## src/rtl/core_lsu.sv

```systemverilog
// Load/store unit: issues byte/half/word requests to memory and formats in-order responses.
// Latency: request->memory and memory response->core are both purely combinational (0 cycles).
// Backpressure: stalls req_ready_o when max_out_p requests are outstanding, memory withholds mem_yumi_i, or an exception is latched.
module core_lsu #(
  parameter int data_width_p = 32,
  parameter int addr_width_p = 32,
  parameter int rd_width_p   = 5,
  parameter int max_out_p    = 2
) (
  input  logic                      clk,
  input  logic                      reset,
  input  logic                      req_valid_i,
  output logic                      req_ready_o,
  input  logic                      req_wen_i,
  input  logic [1:0]                req_size_i,
  input  logic                      req_signed_i,
  input  logic [addr_width_p-1:0]   req_addr_i,
  input  logic [data_width_p-1:0]   req_wdata_i,
  input  logic [rd_width_p-1:0]     req_rd_i,
  output logic                      mem_valid_o,
  input  logic                      mem_yumi_i,
  output logic [addr_width_p-1:0]   mem_addr_o,
  output logic                      mem_wen_o,
  output logic [data_width_p/8-1:0] mem_be_o,
  output logic [data_width_p-1:0]   mem_wdata_o,
  input  logic                      mem_valid_i,
  input  logic [data_width_p-1:0]   mem_rdata_i,
  output logic                      mem_yumi_o,
  output logic                      resp_valid_o,
  output logic                      resp_wen_o,
  output logic [rd_width_p-1:0]     resp_rd_o,
  output logic [data_width_p-1:0]   resp_data_o,
  input  logic                      resp_yumi_i,
  output logic                      busy_o,
  output logic                      exception_o
);

  localparam int lanes_lp = data_width_p / 8;
  localparam int off_w_lp = (lanes_lp > 1) ? $clog2(lanes_lp) : 1;
  localparam int ptr_w_lp = (max_out_p > 1) ? $clog2(max_out_p) : 1;
  localparam int cnt_w_lp = $clog2(max_out_p + 1);
  localparam logic [off_w_lp-1:0]     off_mask_lp  = off_w_lp'(lanes_lp - 1);
  localparam logic [addr_width_p-1:0] addr_mask_lp = ~addr_width_p'(lanes_lp - 1);

  // Per-request bookkeeping needed to format the matching response.
  typedef struct packed {
    logic                  wen;
    logic [1:0]            size;
    logic                  sgn;
    logic [off_w_lp-1:0]   offset;
    logic [rd_width_p-1:0] rd;
  } entry_t;

  entry_t                  fifo_mem [max_out_p];
  entry_t                  push_entry;
  entry_t                  head;
  logic [ptr_w_lp-1:0]     wr_ptr;
  logic [ptr_w_lp-1:0]     rd_ptr;
  logic [cnt_w_lp-1:0]     count;

  logic [3:0]              req_bytes;
  logic [2:0]              align_mask;
  logic                    legal;
  logic [off_w_lp-1:0]     req_off;
  logic [lanes_lp-1:0]     size_be;
  logic                    not_full;
  logic                    push;
  logic                    pop;
  logic                    drop;
  logic                    unsolicited;
  logic [data_width_p-1:0] shifted;
  logic [data_width_p-1:0] load_data;
  int                      msb;

  function automatic logic [ptr_w_lp-1:0] ptr_inc(input logic [ptr_w_lp-1:0] p);
    return (p == ptr_w_lp'(max_out_p - 1)) ? '0 : p + 1'b1;
  endfunction

  // Decode the request: legality, lane offset, byte enables and lane-replicated store data.
  always_comb begin
    req_bytes  = 4'd1 << req_size_i;
    align_mask = {req_size_i == 2'd3, req_size_i >= 2'd2, req_size_i != 2'd0};
    legal      = (int'(req_bytes) <= lanes_lp) && ((req_addr_i[2:0] & align_mask) == 3'd0);
    req_off    = req_addr_i[off_w_lp-1:0] & off_mask_lp;
    size_be    = '0;
    for (int i = 0; i < lanes_lp; i++) begin
      size_be[i] = (i < int'(req_bytes));
    end
    mem_be_o    = size_be << req_off;
    mem_wdata_o = '0;
    for (int j = 0; j < lanes_lp; j++) begin
      mem_wdata_o[8*j +: 8] = req_wdata_i[8*(j & (int'(req_bytes) - 1)) +: 8];
    end
  end

  // Issue handshake: illegal requests are swallowed without touching memory.
  always_comb begin
    not_full    = count < cnt_w_lp'(max_out_p);
    mem_valid_o = req_valid_i & legal & not_full & ~exception_o;
    push        = mem_valid_o & mem_yumi_i;
    drop        = req_valid_i & ~legal & ~exception_o;
    req_ready_o = push | drop;
    mem_addr_o  = req_addr_i & addr_mask_lp;
    mem_wen_o   = req_wen_i;
    push_entry  = '{wen: req_wen_i, size: req_size_i, sgn: req_signed_i,
                    offset: req_off, rd: req_rd_i};
  end

  // Response handshake: responses with nothing outstanding are drained and flagged.
  always_comb begin
    head         = fifo_mem[rd_ptr];
    resp_valid_o = mem_valid_i & (count != '0);
    pop          = resp_valid_o & resp_yumi_i;
    unsolicited  = mem_valid_i & (count == '0);
    mem_yumi_o   = pop | unsolicited;
    resp_wen_o   = head.wen;
    resp_rd_o    = head.rd;
    busy_o       = count != '0;
  end

  // Align the returned lane to bit 0, truncate to the access size, then sign/zero extend.
  always_comb begin
    shifted = mem_rdata_i >> {head.offset, 3'b000};
    msb     = (8 << head.size) - 1;
    if (msb > data_width_p - 1) msb = data_width_p - 1;
    load_data = '0;
    for (int b = 0; b < data_width_p; b++) begin
      load_data[b] = (b <= msb) ? shifted[b] : (head.sgn & shifted[msb]);
    end
    resp_data_o = head.wen ? '0 : load_data;
  end

  // Tracking storage; contents are only meaningful between push and pop.
  always_ff @(posedge clk) begin
    if (push) fifo_mem[wr_ptr] <= push_entry;
  end

  // Pointers, outstanding count and the sticky exception flag.
  always_ff @(posedge clk) begin
    if (reset) begin
      wr_ptr      <= '0;
      rd_ptr      <= '0;
      count       <= '0;
      exception_o <= 1'b0;
    end else begin
      if (push) wr_ptr <= ptr_inc(wr_ptr);
      if (pop)  rd_ptr <= ptr_inc(rd_ptr);
      if (push && !pop)      count <= count + 1'b1;
      else if (pop && !push) count <= count - 1'b1;
      if (drop || unsolicited) exception_o <= 1'b1;
    end
  end

endmodule

```

## config.mk

```make
export PLATFORM = sky130hd
export DESIGN_NAME = core_lsu
export DESIGN_NICKNAME = d
export VERILOG_FILES = /design/src/rtl/core_lsu.sv
export SDC_FILE = /design/constraint.sdc
export NUM_CORES = 1
export LEC_CHECK = 0
export CORE_ASPECT_RATIO = 0.6
export CORE_MARGIN = 4
export CORE_UTILIZATION = 30
export DETAILED_ROUTE_END_ITERATION = 8
export GPL_TIMING_DRIVEN = 0
export PLACE_DENSITY = 0.79
export REMOVE_ABC_BUFFERS = 1
export SYNTH_ARGS = -nofsm -noshare
export SYNTH_HDL_FRONTEND = slang
export SYNTH_SLANG_ARGS = --single-unit
export TNS_END_PERCENT = 10
```

## constraint.sdc

```tcl
create_clock -name clk -period 2.83 [get_ports clk]
set_input_delay 0.4245 -clock clk [delete_from_list [all_inputs] [get_ports clk]]
set_output_delay 0.4245 -clock clk [all_outputs]
set_load 0.01 [all_outputs]
```

==> results of run 1 <==
[layer usage]
layer / share of wire / vias up
met3: 0.15 / 10
met2: 0.44 / 219
met4: 0.0070 / 2
li1: - / 1344
met1: 0.40 / 1359
met5: 0.0040 / -
[worst max-delay path: stages, from the launching register on]
cell,delay (ns)
sky130_fd_sc_hd__edfxtp_1,0.56
sky130_fd_sc_hd__mux2i_4,0.30
sky130_fd_sc_hd__mux2i_4,0.45
sky130_fd_sc_hd__a21boi_4,0.17
sky130_fd_sc_hd__nor3_1,0.19
sky130_fd_sc_hd__clkdlybuf4s50_1,0.58
[placed cells by master (no fill, tap or decap), drive strengths merged, types with 2 or more instances in the layout]
master         instances
clkdlybuf4s50        119
mux2                  37
nand2                 32
buf                   32
o21ai                 28
mux2i                 23
edfxtp                22
nor2                  22
dlymetal6s2s          21
dlygate4sd2           20
a21oi                 10
inv                    9
nor3                   9
a211oi                 9
a221oi                 7
dfxtp                  6
clkbuf                 4
or3                    3
nor2b                  3
xor2                   3
ha                     3
nand2b                 2
nand3b                 2
o21a                   2
conb                   2
nor3b                  2
o22ai                  2
[repair_timing]
action / CTS / global route
gates cloned: 5 / 0
resized for setup: 49 / 30
setup buffers: 30 / 2
pin swaps: 4 / 1
setup endpoints to repair: 81 / 43
[power by group]
group,leakage [nW],internal (W),switching [W]
combinational,1.77,0.000384,0.000295
sequential,0.249,0.000457,0.0000117
clock,0.0511,0.000281,0.000130
total,2.07,0.00112,0.000437
[area by class of cell]
class	count	area [um^2]	area share
timing repair buffer	194	1908	0.4062
clock inverter	1	30.03	0.006393
tap	112	140.1	0.02983
multi-input combinational	213	1725	0.3673
clock buffer	3	75.07	0.01598
inverter	9	33.78	0.007192
sequential	28	784.5	0.1670
[cell families (layout without fill, tap and decap cells)]
family	Yosys count	in the layout
compound gates	62	64
xor+xnor	4	4
fa+ha+maj	3	3
buf+inv	66	207
flops	28	28
mux	57	60
other cells	1	2
simple gates	80	80
[state kept, by name, summed over array words and instances (netlist names), named ones only]
signal	count
rd_ptr	1
wr_ptr	1
exception_o	1
fifo_mem	22
count	2
[stage by stage]
stage / hold slack [ns] / utilization / setup WS (ns) / instance area, um^2
global placement: 0.4875 / 0.4710 / -1.664 / 4045
global route: 0.4943 / 0.5469 / -0.2026 / 4697
CTS: 0.5183 / 0.5329 / -0.07948 / 4577
detailed placement: 0.5003 / 0.4730 / -1.425 / 4063
floorplan: 0.4651 / - / -0.1780 / 2293
finish: 0.4845 / 0.5469 / -0.1034 / 4697
[worst max-delay path by stage]
stage / from / slack [ns] / to
floorplan: register / -0.18 / resp_data_o[17]
global placement: req_size_i[0] / -1.66 / mem_wdata_o[21]
detailed placement: register / -1.42 / resp_data_o[18]
CTS: register / -0.08 / resp_data_o[14]
global route: register / -0.20 / resp_data_o[21]
finish: fifo_mem[0][6] / -0.10 / resp_data_o[11]
==> summary.txt, run 1 <==
LOGIC SYNTHESIS
-----------------------------------------------------------------------------------------------------
Mux cell area share after synthesis                                                            0.2373
Yosys synthesis warning count                                                                       0
Synthesized-area fraction occupied by ao, oa, aoi and oai cells                                0.1499
Synth Instances                                                                                   301
Fraction of registers with async set/reset                                                          0
Dominant cells by area after synthesis                                                   sky130_fd_sc_hd__edfxtp_1 (25%), sky130_fd_sc_hd__mux2_2 (15%), sky130_fd_sc_hd__buf_4 (12%)
Area share of and/or/nand/nor cells after synthesis                                            0.1350
Flops & latches, synth                                                                             28
Synth Area per Inst                                                                        8.900 um^2
Number of flops mapped to enable cells by yosys                                                    22
Top cell types by occurrence after synthesis                                             sky130_fd_sc_hd__buf_4 (43), sky130_fd_sc_hd__mux2_2 (36), sky130_fd_sc_hd__nand2_1 (32), sky130_fd_sc_hd__edfxtp_1 (22), sky130_fd_sc_hd__nor2_1 (22)
Number of distinct library cells after synthesis                                                   44
Share of the synthesized area in the top cell type                                             0.2466
Dominant cell type by area after synthesis                                               sky130_fd_sc_hd__edfxtp_1
Register area share after synthesis                                                            0.2915
XOR/XNOR share of the synthesized area                                                        0.01308
Combinational family with the most area after synthesis                                  multiplexers
Netlist area before placement                                                               2679 um^2
Post-synthesis share of cell area spent on full adders, half adders and majority gates        0.01401
Flip-flop cell with the highest count after synthesis                                    sky130_fd_sc_hd__edfxtp_1
Most common cell in the synthesized netlist                                              sky130_fd_sc_hd__buf_4

STA
-----------------------------------------------------------------------------------------------------
RSZ-0062 raised after global routing                                                             true
Worst slew slack as a fraction of its limit                                                    0.3085
Post-layout min period                                                                       2.933 ns
Final hold viol count                                                                               0
Final setup slack of the worst path                                                        -0.1034 ns
Worst Tran Pin Value                                                                         1.033 ns
Final period utilization                                                                        1.037
Finish-stage setup viols                                                                            2
TNS Setup                                                                                  -0.1986 ns
Worst clock skew on the final layout                                                      0.002017 ns
Peak Freq                                                                                   340.9 MHz
Count of pins over their slew limit                                                                 0

PLACED DESIGN
-----------------------------------------------------------------------------------------------------
Weighted congestion at the end of routability-driven global placement                          0.7920
Placed instance count                                                                             519
Placed wire-length estimate                                                                   7647 um
Port buffer count                                                                                 161

CLOCK NETWORK
-----------------------------------------------------------------------------------------------------
Htree depth                                                                                         1
Worst skew pair latency                                                                       0.26 ns
CTS Buf Count                                                                                       3
CTS clk-pin slew, worst paths                                                                 0.07 ns
Sink Count                                                                                         28
TritonCTS clock tree                                                                            built
Post-cts hold buffer count                                                                          0
Buffer type at the clock tree root                                                       sky130_fd_sc_hd__clkbuf_16
Maximum root-to-sink buffer count                                                                   2

ROUTE
-----------------------------------------------------------------------------------------------------
Routed length per placed instance                                                            19.75 um
Via count                                                                                       2,934
Iter 0 DRT Violations                                                                             158
Antenna-violating nets left                                                                         0
DR pass1 iterations                                                                                 4
Number of vias per cell after detailed routing                                                  5.239
DRC viols                                                                                           0
Total wirelength of the detailed-routed design                                              11,060 um

WORST HOLD PATH
-----------------------------------------------------------------------------------------------------
Worst Hold Launch                                                                        req_size_i[1]
Path class of the lowest-slack min-delay path                                               in -> reg
Hold endpoint                                                                            fifo_mem[0][9]
Cell depth of the worst min-delay path                                                              1

FLOORPLANNING
-----------------------------------------------------------------------------------------------------
Total number of placement rows                                                                     26
Initial Util                                                                                   0.3119
Std-Cell Core Area                                                                          8588 um^2
Number of ports placed on the die boundary                                                        224
DIE AREA                                                                                  10,550 um^2
Chip height                                                                                  81.20 um
Chip width                                                                                   130.0 um

SETUP PATH
-----------------------------------------------------------------------------------------------------
Slack of the worst reg-to-reg path                                                            0.77 ns
Worst Setup Start Kind                                                                       register
Required time of the worst setup path                                                         2.41 ns
Capturing point of the worst reg2reg path                                                fifo_mem[1][3]
Setup crit end kind                                                                       output port
Cells on worst reg2reg path                                                                         4
Reg2reg start                                                                             exception_o
Critical path type                                                                         reg -> out
Critical path peak fanout                                                                           8
Critical path data arrival time                                                               2.51 ns

FINISH
-----------------------------------------------------------------------------------------------------
Layout cell share with drive strength beyond 1                                                 0.2232
Number of diodes                                                                                    0
Fill cell count                                                                                   744
Post-layout nets                                                                                  563
P&R area growth vs syn                                                                         75.34%
Count of non-filler cells in the finished layout                                                  560

GLOBAL ROUTE
-----------------------------------------------------------------------------------------------------
Global Route met2 Usage                                                                        0.3022
Overall overflow remaining after global route                                                       0
Most heavily used metal layer in global routing                                                  met2
Maximum number of pins on one net before global-route repair                                       17
Routing usage on met3                                                                          0.1130
All-Layer GR Usage                                                                             0.2002
Met1 global-route usage                                                                        0.2469
Initial antenna violation count                                                                     0
Wire length of the first global-routing pass                                                16,260 um
Via count of the first global-routing pass                                                      3,049

OUTCOME
-----------------------------------------------------------------------------------------------------
Run status                                                                               complete, but fails checks
Failing checks                                                                           setup timing

POWER AND IR DROP
-----------------------------------------------------------------------------------------------------
Power consumption                                                                          0.001559 W
Leakage power                                                                                2.070 nW
Total power density per cell area                                                        332.0 nW/um^2
Maximum ir drop on the vdd rail                                                           0.0002217 V

RUN
-----------------------------------------------------------------------------------------------------
Number of max-capacitance violations reported                                                       0

Note: power is estimated with default switching activity, not from simulation.
==> inputs of run 2 (changes only) <==
--- a/config.mk
+++ b/config.mk
@@ -8,8 +8,10 @@
 export CORE_ASPECT_RATIO = 0.6
 export CORE_MARGIN = 4
 export CORE_UTILIZATION = 30
+export CTS_CLUSTER_DIAMETER = 60
 export DETAILED_ROUTE_END_ITERATION = 8
 export GPL_TIMING_DRIVEN = 0
+export HOLD_SLACK_MARGIN = 0.15
 export PLACE_DENSITY = 0.79
 export REMOVE_ABC_BUFFERS = 1
 export SYNTH_ARGS = -nofsm -noshare
==> results of run 2 <==
No change in the layout: final DEF, timing and power equal those of run 1.
